### config.mk
export PLATFORM = sky130hd
export DESIGN_NAME = vecmac_acc_drain
export DESIGN_NICKNAME = d
export VERILOG_FILES = /design/src/rtl/vecmac_pkg.sv /design/src/rtl/vecmac_res_fifo.sv /design/src/rtl/vecmac_acc_drain.sv
export SDC_FILE = /design/constraint.sdc
export NUM_CORES = 1
export LEC_CHECK = 0
export ABC_AREA = 0
export ABC_CLOCK_PERIOD_IN_PS = 3700
export BUFFER_PORTS_ARGS = -buffer_cell sky130_fd_sc_hd__buf_4
export CORE_MARGIN = 1
export CORE_UTILIZATION = 26
export CTS_CLUSTER_DIAMETER = 120
export CTS_CLUSTER_SIZE = 28
export DETAILED_ROUTE_END_ITERATION = 10
export GPL_TIMING_DRIVEN = 0
export PLACE_DENSITY = 0.48
export SETUP_SLACK_MARGIN = 0.1
export SLEW_MARGIN = 0
export SYNTH_ARGS = -nofsm -noshare
export SYNTH_HDL_FRONTEND = slang
export SYNTH_SLANG_ARGS = --single-unit
### constraint.sdc
create_clock -name clk -period 3.7 [get_ports clk]
set_input_delay 0.37 -clock clk [delete_from_list [all_inputs] [get_ports clk]]
set_output_delay 0.37 -clock clk [all_outputs]
set_load 0.005 [all_outputs]
### src/rtl/vecmac_pkg.sv
// Shared definitions for the vecmac accumulate/drain slice: default tree
// geometry, the tree sum width calculation and the drain FSM state type.
package vecmac_pkg;

  localparam int DEF_LANES = 4;
  localparam int DEF_INW   = 16;

  // Adder-tree depth. Trees narrower than 4 lanes still use 2 stages.
  function automatic int calc_stages(input int lanes);
    return (lanes < 4) ? 2 : $clog2(lanes);
  endfunction

  // Width of one tree output beat: product width plus growth through the tree.
  function automatic int calc_sumw(input int lanes, input int inw);
    return inw + calc_stages(lanes) + 1;
  endfunction

  typedef enum logic {
    S_IDLE  = 1'b0,
    S_ACCUM = 1'b1
  } acc_state_e;

endpackage

### src/rtl/vecmac_res_fifo.sv
// Synchronous first-word-fall-through result FIFO. The head entry is visible
// on head whenever empty is low. A push while full is accepted only when a
// pop happens on the same edge; otherwise the caller sees the drop.
// head reads as zero while the FIFO is empty.
module vecmac_res_fifo #(
  parameter int WIDTH = 31,
  parameter int DEPTH = 4
) (
  input  logic             clk,
  input  logic             rst_n,
  input  logic             push,
  input  logic [WIDTH-1:0] push_data,
  input  logic             pop,
  output logic [WIDTH-1:0] head,
  output logic             full,
  output logic             empty
);

  localparam int AW = $clog2(DEPTH);

  logic [WIDTH-1:0] mem [DEPTH];
  logic [AW-1:0]    wr_ptr;
  logic [AW-1:0]    rd_ptr;
  logic [AW:0]      count;
  logic             push_ok;
  logic             pop_ok;

  assign empty   = (count == '0);
  assign full    = (count == (AW+1)'(DEPTH));
  assign pop_ok  = pop && !empty;
  assign push_ok = push && (!full || pop_ok);
  assign head    = empty ? '0 : mem[rd_ptr];

  // Storage write; contents need no reset because count gates visibility.
  always_ff @(posedge clk) begin
    if (push_ok) mem[wr_ptr] <= push_data;
  end

  // Pointer and occupancy bookkeeping; pointers wrap naturally (power-of-2 depth).
  always_ff @(posedge clk or negedge rst_n) begin
    if (!rst_n) begin
      wr_ptr <= '0;
      rd_ptr <= '0;
      count  <= '0;
    end else begin
      if (push_ok) wr_ptr <= wr_ptr + AW'(1);
      if (pop_ok)  rd_ptr <= rd_ptr + AW'(1);
      case ({push_ok, pop_ok})
        2'b10:   count <= count + (AW+1)'(1);
        2'b01:   count <= count - (AW+1)'(1);
        default: count <= count;
      endcase
    end
  end

endmodule

### src/rtl/vecmac_acc_drain.sv
// Accumulates cfg_len consecutive adder-tree sums into one dot-product result
// and offers results on a valid/ready port through a small FWFT FIFO.
// Optional build macro: VECMAC_ACC_PERF_EN adds perf_beats/perf_drops counters.
//
// Result port handshake: a result transfers on any rising edge where
// res_valid && res_ready; while res_valid is high and res_ready low, res_valid
// and res_data hold. The upstream tree cannot be stalled, so a result that
// completes while the FIFO is full (and nothing pops that edge) is dropped and
// flagged on the sticky err_drop. busy mirrors the FSM state (high in ACCUM).
module vecmac_acc_drain
  import vecmac_pkg::*;
#(
  parameter int  LANES      = DEF_LANES,
  parameter int  INW        = DEF_INW,
  parameter int  LENW       = 12,
  parameter int  FIFO_DEPTH = 4,
  localparam int SUMW       = calc_sumw(LANES, INW),
  localparam int ACCW       = SUMW + LENW
) (
  input  logic            clk,
  input  logic            rst_n,
  input  logic            in_valid,
  input  logic [SUMW-1:0] sum_in,
  input  logic [LENW-1:0] cfg_len,
  output logic            busy,
  output logic            res_valid,
  input  logic            res_ready,
  output logic [ACCW-1:0] res_data,
  output logic            err_drop
`ifdef VECMAC_ACC_PERF_EN
  ,
  output logic [31:0]     perf_beats,
  output logic [15:0]     perf_drops
`endif
);

  acc_state_e      state, state_nxt;
  logic [ACCW-1:0] acc, acc_nxt;
  logic [LENW-1:0] cnt, cnt_nxt;
  logic [LENW-1:0] len_q, len_nxt;

  logic [ACCW-1:0] sum_ext;
  logic [ACCW-1:0] acc_sum;
  logic [LENW-1:0] cnt_inc;
  logic [LENW-1:0] len_eff;

  logic            push;
  logic [ACCW-1:0] push_data;
  logic            fifo_full;
  logic            fifo_empty;
  logic            drop;

  assign sum_ext = ACCW'(sum_in);
  assign acc_sum = acc + sum_ext;
  assign cnt_inc = cnt + LENW'(1);
  assign len_eff = (cfg_len == '0) ? LENW'(1) : cfg_len;

  assign busy      = (state == S_ACCUM);
  assign res_valid = !fifo_empty;
  // A pop while full frees the slot the push lands in, so only an un-popped full FIFO drops.
  assign drop      = push && fifo_full && !res_ready;

  // Next-state, accumulator and FIFO push decode.
  always_comb begin
    state_nxt = state;
    acc_nxt   = acc;
    cnt_nxt   = cnt;
    len_nxt   = len_q;
    push      = 1'b0;
    push_data = acc_sum;
    case (state)
      S_IDLE: begin
        if (in_valid) begin
          len_nxt = len_eff;
          acc_nxt = sum_ext;
          cnt_nxt = LENW'(1);
          if (len_eff == LENW'(1)) begin
            push      = 1'b1;
            push_data = sum_ext;
          end else begin
            state_nxt = S_ACCUM;
          end
        end
      end
      S_ACCUM: begin
        if (in_valid) begin
          acc_nxt = acc_sum;
          cnt_nxt = cnt_inc;
          if (cnt_inc == len_q) begin
            push      = 1'b1;
            push_data = acc_sum;
            state_nxt = S_IDLE;
          end
        end
      end
      default: state_nxt = S_IDLE;
    endcase
  end

  // State register, accumulator, beat counter and latched block length.
  always_ff @(posedge clk or negedge rst_n) begin
    if (!rst_n) begin
      state <= S_IDLE;
      acc   <= '0;
      cnt   <= '0;
      len_q <= '0;
    end else begin
      state <= state_nxt;
      acc   <= acc_nxt;
      cnt   <= cnt_nxt;
      len_q <= len_nxt;
    end
  end

  // Sticky drop flag, cleared only by reset.
  always_ff @(posedge clk or negedge rst_n) begin
    if (!rst_n) err_drop <= 1'b0;
    else if (drop) err_drop <= 1'b1;
  end

`ifdef VECMAC_ACC_PERF_EN
  // Saturating beat and drop counters.
  always_ff @(posedge clk or negedge rst_n) begin
    if (!rst_n) begin
      perf_beats <= '0;
      perf_drops <= '0;
    end else begin
      if (in_valid && (perf_beats != '1)) perf_beats <= perf_beats + 32'd1;
      if (drop && (perf_drops != '1))     perf_drops <= perf_drops + 16'd1;
    end
  end
`else
  // Performance counters are not built in this configuration.
`endif

  vecmac_res_fifo #(
    .WIDTH (ACCW),
    .DEPTH (FIFO_DEPTH)
  ) u_fifo (
    .clk       (clk),
    .rst_n     (rst_n),
    .push      (push),
    .push_data (push_data),
    .pop       (res_ready),
    .head      (res_data),
    .full      (fifo_full),
    .empty     (fifo_empty)
  );

endmodule
==> impl_summary.md, run 1 <==
Status
The flow ran to the end, but the final reports show violations. The checks that failed: DRC.

Power and ir drop
Of the total power, registers draw 0.361. The share of total power dissipated in the clock network is 0.215. The sum of internal, switching and leakage power is 8.828 mW. Dividing total power by cell area gives a power density of 779.2 mW/mm². The static leakage power is 4.258 nW. The peak ir drop on the vdd network is between 300 and 400 µV.

In this run the power spent charging and discharging nets is about 3.1 mW. The internal cell power is about 5.7 mW. Of the total power, the share spent switching nets is 0.3546. Of the total power, combinational logic draws 0.424.

Logic synthesis
The net count after synthesis is approximately 830. The post-synthesis compound-gate area fraction is 0.1012. During synthesis, Yosys emitted a total of 0 warnings. The synthesized flop and latch total is 188.

The number of enable-type register cells in the synthesized netlist is 124. The post-synthesis instance total is 767. The multiplexer fraction of the synthesized cell area is 0.1097. The share of the Yosys chip area taken by registers is 0.5610. The fraction of synthesis flops using an asynchronous set or reset pin is 0.3404. A synthesized cell averages 12.37 µm².

The simple-gate area share of the yosys netlist is 0.1308. Of all cell types, the one taking the most synthesized area is edfxtp_1. In the synthesized netlist the dominant register cell turns out to be edfxtp_1. The synthesized netlist contains 67 unique library cells. The area share of xor/xnor cells in the synthesized design is 0.03599.

The mapped netlist covers about 0.0095 mm². By area, the combinational part of the netlist is dominated by simple AND/OR/NAND/NOR gates. The area share of the leading cell type in the synthesized netlist is 0.3923. By area the synthesized netlist is led by edfxtp_1, dfrtp_1, mux4_2.

The adder-cell share of the synthesized area is 0.03586.

Floorplan
During I/O placement, the number of pins put on the boundary was 69. The number of rows in the core area is 69. The area of the core is 0.03574 mm². For this configuration, the core starts out at a cell density of 0.2656.

In this run the vertical extent of the chip is 193.1 µm. The die is 193.1 µm wide. The die covers 0.03727 mm².

Clock network
TritonCTS built the clock tree. The number of buffers created by CTS is 17. Clock-pin slew was measured on the worst setup and hold paths at 0.07 ns. The clock reaches the later pin of the worst-skew pair after 0.44 ns.

The clock sink count is 188. The root buffer cell chosen for the clock tree is clkbuf_16. The clock passes through at most 2 buffers.

CTS built an H-tree with a depth of 4. The count of hold-fix buffers inserted at cts is 0.

Drt
In the final routed layout, each cell accounts on average for 17.58 µm. Detailed routing inserted a total of 6297 vias. Wires add up to approximately 23 mm. The pre-antenna-repair detailed-routing pass consisted of 8 iterations. The detailed router's first-iteration violation count is 410. The number of vias per cell after detailed routing is 4.727. The remaining routing DRC violations is 10. The count of nets left with antenna violations once routing finished came out at 0.

STA
The transition at the pin with the smallest max-transition slack is 0.9552 ns. Clock skew on the completed layout was measured at 0.01562 ns. Setup repair after global routing left no endpoint under its margin. The fraction of the cycle the final worst path needs is 0.8963. The number of max-slew violations in the final report is 0. Setup violations remaining at the end of the flow were counted as 0. The shortest period the worst path allows is 3.316 ns. The hold violation total from the final report came to 0. The final worst slack is 0.3837 ns. Static timing analysis puts the maximum clock frequency at between 300 and 400 MHz.

The worst slew margin relative to its limit is 0.3632.

Layout
The layout net count is 919. The library cells used most frequently in the layout, excluding fill and tap cells, are edfxtp_1, nand2_1, buf_4. The fraction of layout cells with a size suffix above 1 is 0.2044. The area growth from synthesis to final layout is 19.36%. The diode insertion count for antenna repair is 0. The most common cell after layout, fill and taps aside is edfxtp_1.

Worst setup path
The type of the worst setup path is reg -> reg. The largest driver fanout on the critical path is 9. The arrival time of the worst setup path is 3.68 ns.

The reg-to-reg critical path startpoint is cnt[0]$_DFFE_PN0P_. Across all register-to-register paths, the minimum setup slack is 0.38 ns. STA classifies the critical path startpoint as a flip-flop. The required time of the critical path is 4.06 ns. The critical path starts at cnt[0]$_DFFE_PN0P_.

In this run the worst setup path terminates at u_fifo.count[2]$_DFFE_PN0P_. STA classifies the critical path endpoint as a flip-flop. The worst register-to-register path has a depth of 15. The destination of the worst register-to-register timing path is u_fifo.count[2]$_DFFE_PN0P_.

GRT
The largest net degree at the start of global routing is 65. The initial antenna violation count is 0. The first-pass GRT wire length is 36.05 mm. The total track usage is 0.1306. The total grt overflow is 0. The via count of the first global-routing pass is 6083.

Place
The HPWL after detailed placement is 16.97 mm. The placement-stage worst setup slack is -0.03298 ns. The port buffer count is 67. The congestion estimate from routability-driven global placement came to 0.7823.

Flow run
The tool flagged a number of max-cap violations equal to 0.

Hold path
The path type of the worst min-delay path is in -> async.
[sequential cells by signal, summed over array words and instances, names as in the netlist]
name and count:
u_fifo.mem 124, acc 31, cnt 12, len_q 12, u_fifo.count 3, u_fifo.rd_ptr 2, u_fifo.wr_ptr 2, busy 1
err_drop 1
[critical path, cell delays in order (launching register included)]
cell and delay, ns:
dfrtp_2 0.48, ha_4 0.28, xnor2_1 0.14, o311ai_0 0.16
a221oi_2 0.27, o2111ai_2 0.21, o31ai_2 0.25, and2_1 0.18
buf_6 0.13, nor2_1 0.06, fa_1 0.43, nor3_2 0.24
nand2_1 0.07, o21ai_1 0.16, nor2_1 0.05, o21ai_0 0.14
[cells in the mapped netlist (5+ instances only)]
master and n:
nor3_1 13, a221o_1 5, xnor2_1 20, nand2_1 89
a21o_1 15, o31ai_1 5, o21a_1 6, and3_1 9
nor2_1 43, dfrtp_1 64, ha_1 24, and2_1 33
mux2_2 14, a21oi_1 33, nand2b_1 7, buf_1 6
nand3_1 23, o211ai_1 5, o21ai_0 31, edfxtp_1 124
xor2_1 19, mux4_2 31, a31oi_1 6, mux2i_1 17
inv_1 12, or3_1 6, clkbuf_1 30
[layer usage]
layer	up-vias	GRT usage	share of wire	wire, µm
li1	3049	-	-	-
met1	3146	0.1786	0.48	11240
met2	82	0.2100	0.47	11100
met3	20	0.02407	0.032	738
met4	0	0.03846	0.014	337
met5	-	0	0	0
[power groups by stage]
stage / sequential, mW / combinational [mW] / clock (mW)
final: 3.19 / 3.74 / 1.90
after global routing: 3.23 / 4.19 / 2.03
after global placement: 3.22 / 3.71 / 0
after floorplan: 3.15 / 2.63 / 0
after detailed placement: 3.23 / 3.75 / 0
after CTS: 3.18 / 3.78 / 1.96
[metrics by stage]
stage	TNS [ns]	area [µm²]	std cells	utilization	hold WS [ns]
after global routing	0	11330	1332	0.3170	0.1063
final	0	11330	1332	0.3170	0.03268
after floorplan	0	9492	767	-	0.07441
after detailed placement	-0.03298	10660	1299	0.2982	0.4733
after global placement	-84.94	10570	1295	0.2958	0.4713
after CTS	0	11280	1331	0.3156	0.09294
[kinds of logic (layout without fill, tap and decap cells)]
family,Yosys count,count (layout)
AND/OR/NAND/NOR,252,252
flip-flops,188,188
AO/OA/AOI/OAI,143,143
multiplexers,63,63
buffers and inverters,56,160
XOR/XNOR,39,39
adder cells (fa/ha/maj),26,26
[layout make-up]
cell class	count	area, µm²
sequential	188	5326
inverter	14	52.55
clock buffer	18	429.2
fill	3662	24410
timing repair buffer	72	590.6
buffer	42	190.2
multi-input combinational	523	3988
tap	461	576.8
clock inverter	14	176.4
[timing repair]
| action | in CTS | in global routing |
|---|---|---|
| pin swaps | 0 | 1 |
| resized for setup | 4 | 10 |
| setup endpoints to repair | 1 | 13 |
| cloned | 0 | 0 |
| buffers inserted | 0 | 1 |
[how the worst min path moves through the flow]
stage                               from                   end  depth (start not counted)
floorplan                          rst_n    acc[0]$_DFFE_PN0P_                          0
global placement    err_drop$_DFFE_PN0P_  err_drop$_DFFE_PN0P_                          1
detailed placement  err_drop$_DFFE_PN0P_  err_drop$_DFFE_PN0P_                          1
CTS                                rst_n  len_q[6]$_DFFE_PN0P_                          1
global route                       rst_n  len_q[6]$_DFFE_PN0P_                          1
finish                             rst_n  len_q[6]$_DFFE_PN0P_                          1
Power figures use the tool's default switching activity.
==> inputs of run 2 (changes only) <==
--- a/config.mk
+++ b/config.mk
@@ -6,7 +6,7 @@
 export NUM_CORES = 1
 export LEC_CHECK = 0
 export ABC_AREA = 0
-export ABC_CLOCK_PERIOD_IN_PS = 3700
+export ABC_CLOCK_PERIOD_IN_PS = 4200
 export BUFFER_PORTS_ARGS = -buffer_cell sky130_fd_sc_hd__buf_4
 export CORE_MARGIN = 1
 export CORE_UTILIZATION = 26
==> constraint.sdc (replaced) <==
create_clock -name clk -period 4.2 [get_ports clk]
set_input_delay 0.42 -clock clk [delete_from_list [all_inputs] [get_ports clk]]
set_output_delay 0.42 -clock clk [all_outputs]
set_load 0.005 [all_outputs]
==> run 2 against run 1 <==
The flow still finishes with violations (DRC). Cell area is 0.56% lower. Routed wire length hardly changed. Critical path depth is the same. Worst setup slack better by 0.15 ns. Maximum frequency decreased by 9.4%. Clock power shrank 12%. Register-to-register slack better by 0.15 ns. Sequential share of layout area up 0.27 points. Cell count barely moved. Global-route usage did not move. Clock skew rose by 0.00098 ns. Largest power group unchanged. Highest routed layer unchanged.
==> impl_summary.md, run 2 (synthesis results as in run 1) <==
STA
For the pin with the worst max-slew slack, the measured transition is 0.9470 ns. Of the available clock period, the critical path in the final layout requires 0.8718. The achievable clock frequency is 273.1 MHz. The final count of negative-setup-slack endpoints is 0.

The number of max-slew violations in the final report is 0. Across the routed clock network, the largest skew measured is 0.01660 ns. The worst path meets setup with 0.5384 ns of slack. Setup repair after global routing left no endpoint under its margin. Measured against its own limit, the worst slew margin works out to 0.3687. The hold violation total from the final report was 0. The worst path needs ~3.7 ns of the cycle, external delays included.

Place
The port buffer count is 67. Before CTS, the worst setup slack after placement is 0.4670 ns. Detailed placement finished with a half-perimeter wire length of 16.97 mm. At the end of routability-driven placement, the weighted congestion stood at 0.7823.

Floorplan
69 I/O pins were placed. From left edge to right edge, the die measures 193.1 µm. In this run the standard cell core region covers approximately 0.036 mm². The floorplan has 69 rows.

The die covers 0.03727 mm². The die is 193.1 µm tall. The effective utilization at floorplan is 0.2656.

Worst setup path
At the worst endpoint, the required time is 4.56 ns. STA classifies the critical path endpoint as a flip-flop. The largest incremental delay on the critical path is 0.44 ns. By startpoint and endpoint, the worst setup path is classified as reg -> reg.

The arrival time of the worst setup path is 4.02 ns. The sort of element at the start of the critical path is a flip-flop. The largest driver fanout on the critical path is 9. Traced cell by cell, the critical path runs through ha_2 > nand2_1 > or2_1 > a221oi_1 > o2111ai_1 > o31ai_2 > and2_1 > buf_6 > nor2_1 > fa_1 > nor3_1 > nand2_1 > o21ai_0 > nor2_1 > o21ai_0. For this design, the slowest cell found on the critical path is dfrtp_2.

Clock network
The number of H-tree levels is 4. The maximum number of buffers from clock root to sink is 2. The clock root buffer master is clkbuf_16. The latest clock arrival within the worst-skew pair is 0.45 ns. Clock tree synthesis inserted a total of 17 buffers.

The clock transition at the register clock pins on the worst setup and hold paths after CTS is 0.07 ns. After clock tree synthesis, the flow added hold-fix buffers numbering 0. The clock sink count is 188. Post-CTS repair changed the size of 0 cells.

The CTS tree is yes. The number of setup buffers added after CTS is 0.

Drt
Summing over every cut layer, the via total after detailed routing is 6298. The detailed router's first-iteration violation count is between 300 and 400. After detailed routing, the average wire length per cell comes to 17.59 µm. The first TritonRoute pass finished after 8 iterations. The number of vias per cell after detailed routing is 4.732.

The final antenna-violating net count is 0. For this run, design rule violations remaining after detail routing come to 10. The total length of routed wires is ~23 mm.

Power and ir drop
The internal portion of the total power is 5.005 mW. The static leakage power is 4.256 nW. Of the total power, the share spent switching nets is 0.3536. The portion of total power attributed to sequential cells is 0.362. The share of power burned in the clock network is 0.217.

The share of total power dissipated in combinational logic is 0.422. The peak ir drop on the vdd network is approximately 340 µV. For this design the ratio of total power to cell area is ~690 mW/mm².

The net switching power is ~2.7 mW.

GRT
The via count of the first global-routing pass came to 6083. The initial antenna violation count was 0. The total grt overflow is 0. For this run, the total global-route usage over all layers was measured as 0.1306. The largest net degree at the start of global routing is 65. The first global-routing pass estimated 36.05 mm of wire.

Layout
The register with the most flip-flops in the layout has 124 of them. In the final design database the tool counted 918 nets. The fraction of layout cells with a size suffix above 1 is 0.1943.

The area growth from synthesis to final layout is 18.69%. Fill cells in the final layout number 3654. The largest register by flop count is u_fifo.mem.

In the final layout, the registers with the most flip-flops are u_fifo.mem x124, acc x31. In the layout the commonest cells are edfxtp_1, nand2_1, buf_4. The repair_antennas step left the layout with diodes totalling 0. The fraction of the core area covered by cells at the end of the flow is 0.3152. The library cell used most frequently in the layout, excluding fill and tap cells, is edfxtp_1.

Status
The run finished, with violations left. The checks that failed: DRC.

Hold path
The path type of the worst min-delay path is in -> async.

Flow run
Across the run, the number of max-cap violations was 0.
-- run 2: changes by cell type in the layout (fill, tap and decap cells not counted), sizes merged --
cell and change:
buf -1
-- run 2: final timing paths --
check                                          start                     endpoint  slack (ns)  cells after the start
min in group clk                          cfg_len[8]         len_q[8]$_DFFE_PN0P_        0.18                      3
worst max-delay path              cnt[0]$_DFFE_PN0P_  u_fifo.count[2]$_DFFE_PN0P_        0.54                     15
worst min register to register  err_drop$_DFFE_PN0P_         err_drop$_DFFE_PN0P_        0.48                      1
max in group asynchronous                      rst_n           cnt[0]$_DFFE_PN0P_        3.45                      1
worst max register to register    cnt[0]$_DFFE_PN0P_  u_fifo.count[2]$_DFFE_PN0P_        0.54                     15
worst min-delay path                           rst_n         len_q[6]$_DFFE_PN0P_        0.08                      1
-- run 2: through the flow --
step,setup TNS [ns],cell area (µm²),total power [mW],instances,hold WS [ns]
finish,0,11270,7.742,1331,0.08010
global route,0,11270,8.291,1331,0.1563
CTS,0,11260,7.851,1331,0.1430
detailed placement,0,10660,6.144,1299,0.4733
global placement,-22.91,10570,6.103,1295,0.4713
floorplan,0,9492,5.091,767,0.1244
-- run 2: worst max-delay path: cells and delay by family (launching register included) --
kind	cells	cell delay [ns]
compound gates	5	1.30
buf+inv	1	0.13
simple gates	7	1.02
fa+ha+maj	2	0.69
flops	1	0.44
-- run 2: cell type report --
type	count	area (µm²)	area share
flip-flops and latches	188	5326	0.4728
multi-input cells	523	3933	0.3491
repair buffers	71	583.1	0.05175
well taps	461	576.8	0.05120
clock buffers	18	429.2	0.03809
plain buffers	42	188.9	0.01677
clock inverters	14	176.4	0.01566
inverters	14	52.55	0.004665
-- run 2: power groups by stage --
stage	Sequential (mW)	Clock, mW	Combinational, mW
2_1_floorplan	2.78	0	2.31
4_1_cts	2.80	1.73	3.32
3_3_place_gp	2.83	0	3.27
6_report	2.80	1.68	3.26
5_1_grt	2.84	1.79	3.66
3_5_place_dp	2.84	0	3.30
-- run 2: routing by layer --
layer	global-route usage	share of wire
met1	0.1786	0.47
met2	0.2100	0.48
met5	0	0
met4	0.03846	0.012
met3	0.02407	0.037
==> inputs of run 3 (changes only) <==
--- a/config.mk
+++ b/config.mk
@@ -14,7 +14,6 @@
 export CTS_CLUSTER_SIZE = 28
 export DETAILED_ROUTE_END_ITERATION = 10
 export GPL_TIMING_DRIVEN = 0
-export PLACE_DENSITY = 0.48
 export SETUP_SLACK_MARGIN = 0.1
 export SLEW_MARGIN = 0
 export SYNTH_ARGS = -nofsm -noshare
==> run 3 against run 2 <==
The flow still finishes with violations (DRC). Via count about the same. Clock power is essentially flat. Global-route usage decreased by 0.39 points. Combinational power about the same. Routed wire length decreased by 3.1%. Non-clock buffer count down 3. Worst setup slack worse by 0.12 ns. First-iteration DRC count grew 13%. Die area stayed put. Maximum frequency fell by 3.1%. Flip-flop and latch count is the same. Critical endpoint unchanged. Largest power group unchanged.
==> impl_summary.md, run 3 (synthesis results as in run 1) <==
Power and ir drop
Internal power comes to 4.952 mW. Of the total power, the share spent switching nets is 0.3573. Summed over all nets, the switching power comes to 2.753 mW. The portion of total power attributed to sequential cells is 0.364.

The combinational cell fraction of total power is 0.422. Power spread over the standard cell area amounts to around 700 mW/mm². The worst-case IR drop observed on VDD is 297.6 µV.

The static leakage power is roughly 4.2 nW. The share of power burned in the clock network is 0.214.

STA
After layout, the minimum clock period comes to 3.781 ns. Derived from the worst setup path, the maximum achievable clock frequency is 264.5 MHz. The worst slew margin relative to its limit is 0.3496. The transition at the pin with the smallest max-transition slack is 0.9721 ns. Setup repair after global routing left no endpoint under its margin. The number of max-slew violations in the final report is 0.

Across the routed clock network, the largest skew measured is between 0.01 and 0.015 ns. Setup slack closes at 0.4194 ns. The fraction of the cycle the final worst path needs is 0.9001. The hold violation total from the final report is 0.

The accumulated negative setup slack is 0 ns. The final count of negative-setup-slack endpoints is 0. Final hold analysis gives a worst-case slack of a little under 0.1 ns.

Clock network
TritonCTS built the clock tree. The number of H-tree levels is 4. The post-cts repair resize count is 0. The count of hold-fix buffers inserted at cts is 0. Buffers added to address setup during post-CTS repair amount to 0. The latest clock arrival within the worst-skew pair is 0.44 ns. The number of buffers created by CTS is 17. The tree is rooted in a clkbuf_16. The maximum number of buffers from clock root to sink is 2. The clock sink count is 188. Clock-pin slew was measured on the worst setup and hold paths at 0.08 ns.

Place
The final estimated routing congestion in global placement is between 0.8 and 0.9. The port buffer count is 67. The detailed-placement wirelength estimate is 15.95 mm.

Before CTS, the worst setup slack after placement is 0.5043 ns. In this run, placement finished with an instance count of 1296.

Drt
The first-pass iteration count of the detailed router is 8. Dividing the detail-routed via count by the number of cells gives 4.740. The total via count after detailed routing is 6300. The detailed router's first-iteration violation count is ~450.

Dividing the detail-routed wire length by the instance count gives 17.07 µm. The total length of routed wires is 22.69 mm. The final antenna-violating net count is 0. The remaining routing DRC violations is 32.

Floorplan
Measured along the x axis, the die boundary spans 193.1 µm. In this run the core area contains ~70 standard-cell rows. In this run the vertical extent of the chip is about 190 µm. For this configuration, the core starts out at a cell density of 0.2656. The die covers 0.03727 mm². For this design the top-level I/O count stands at 69. The area of the core is 0.03574 mm².

Worst setup path
The arrival time of the worst setup path is between 4 and 5 ns. The launching element of the worst setup path is cnt[0]$_DFFE_PN0P_. The type of the worst setup path is reg -> reg. Data on the critical path is required at its endpoint by about 4.6 ns. STA classifies the critical path endpoint as a flip-flop. In this run the worst setup path terminates at u_fifo.count[2]$_DFFE_PN0P_.

For the worst flop-to-flop path, the logic depth is 15. In this run the critical register-to-register path is captured at u_fifo.count[2]$_DFFE_PN0P_. In this run the critical register-to-register path is launched from cnt[0]$_DFFE_PN0P_. The sort of element at the start of the critical path is a flip-flop. Setup slack on the worst reg-to-reg path comes out at 0.42 ns. The largest driver fanout on the critical path is 9.

Layout
The fraction of layout cells with a size suffix above 1 is 0.1903. In the layout the commonest cells are edfxtp_1, nand2_1, buf_4. The most common cell after layout, fill and taps aside is edfxtp_1. The final cell count without fillers is 1329. For this run, the post-layout net count is 915. The layout filler cell count is 3645. The register with the most flip-flops in the layout has between 100 and 150 of them. The area growth from synthesis to final layout is 18.01%. More flip-flops sit in one register than any other, and that register is u_fifo.mem. In the final layout, the registers with the most flip-flops are u_fifo.mem x124, acc x31.

Hold path
The path type of the worst min-delay path is in -> async.

Status
The flow ran to the end, but the final reports show violations. The checks that failed: DRC.

GRT
The via count of the first global-routing pass is 6355. For this run the aggregate overflow at the end of global routing stands at 0. Entering global routing, the biggest net connects 65 pins. The first-pass GRT wire length is 35.77 mm. The initial antenna violation count is 1. In the global route stage, overall resource usage came out at 0.1268.

Flow run
The reported max-cap violation count is 0.
run 3: worst min path at each step:
stage | start | end | slack (ns) | cells past startpoint
global placement | err_drop$_DFFE_PN0P_ | err_drop$_DFFE_PN0P_ | 0.47 | 1
detailed placement | err_drop$_DFFE_PN0P_ | err_drop$_DFFE_PN0P_ | 0.47 | 1
floorplan | rst_n | acc[0]$_DFFE_PN0P_ | 0.12 | 0
CTS | rst_n | len_q[4]$_DFFE_PN0P_ | 0.14 | 1
global route | rst_n | len_q[10]$_DFFE_PN0P_ | 0.17 | 1
finish | rst_n | len_q[10]$_DFFE_PN0P_ | 0.1 | 1
run 3: layer usage:
metal	up-vias	wire length (µm)	share of wire	global-route usage
met3	22	1029	0.045	0.02787
met1	3113	10690	0.47	0.1729
met2	121	10610	0.47	0.2047
met5	-	0	0	0
li1	3044	-	-	-
met4	0	358	0.016	0.02915
run 3: critical path, cell delays in order (launching register included):
cell	delay, ns
dfrtp_1	0.47
ha_1	0.35
nand2_1	0.10
or2_1	0.25
a221oi_1	0.33
o2111ai_1	0.25
o31ai_2	0.40
and2_1	0.19
buf_6	0.13
nor2_1	0.06
fa_1	0.42
nor3_1	0.28
nand2_1	0.09
o21ai_0	0.19
nor2_1	0.05
o21ai_0	0.14
run 3: cell type report:
type,count,area (µm²),share of cell area
inverter,14,52.55,0.004692
antenna,1,2.502,0.0002234
timing repair buffer,68,523.0,0.04669
sequential,188,5325,0.4754
tap,461,576.8,0.05150
clock inverter,15,176.4,0.01575
clock buffer,17,425.4,0.03798
buffer,42,188.9,0.01687
multi-input combinational,523,3930,0.3509
run 3: power groups by stage:
stage	Clock, mW	Combinational, mW	Sequential (mW)
final	1.65	3.25	2.81
after global routing	1.76	3.66	2.84
after CTS	1.68	3.30	2.80
after detailed placement	0	3.28	2.84
after global placement	0	3.20	2.83
after floorplan	0	2.31	2.78
run 3: through the flow:
step           instance area (µm²)  utilization  total power, mW
6_report                     11200       0.3134            7.705
3_5_place_dp                 10600       0.2965            6.122
5_1_grt                      11200       0.3133            8.264
3_3_place_gp                 10570       0.2958            6.031
2_1_floorplan                 9492            -            5.091
4_1_cts                      11200       0.3133            7.786
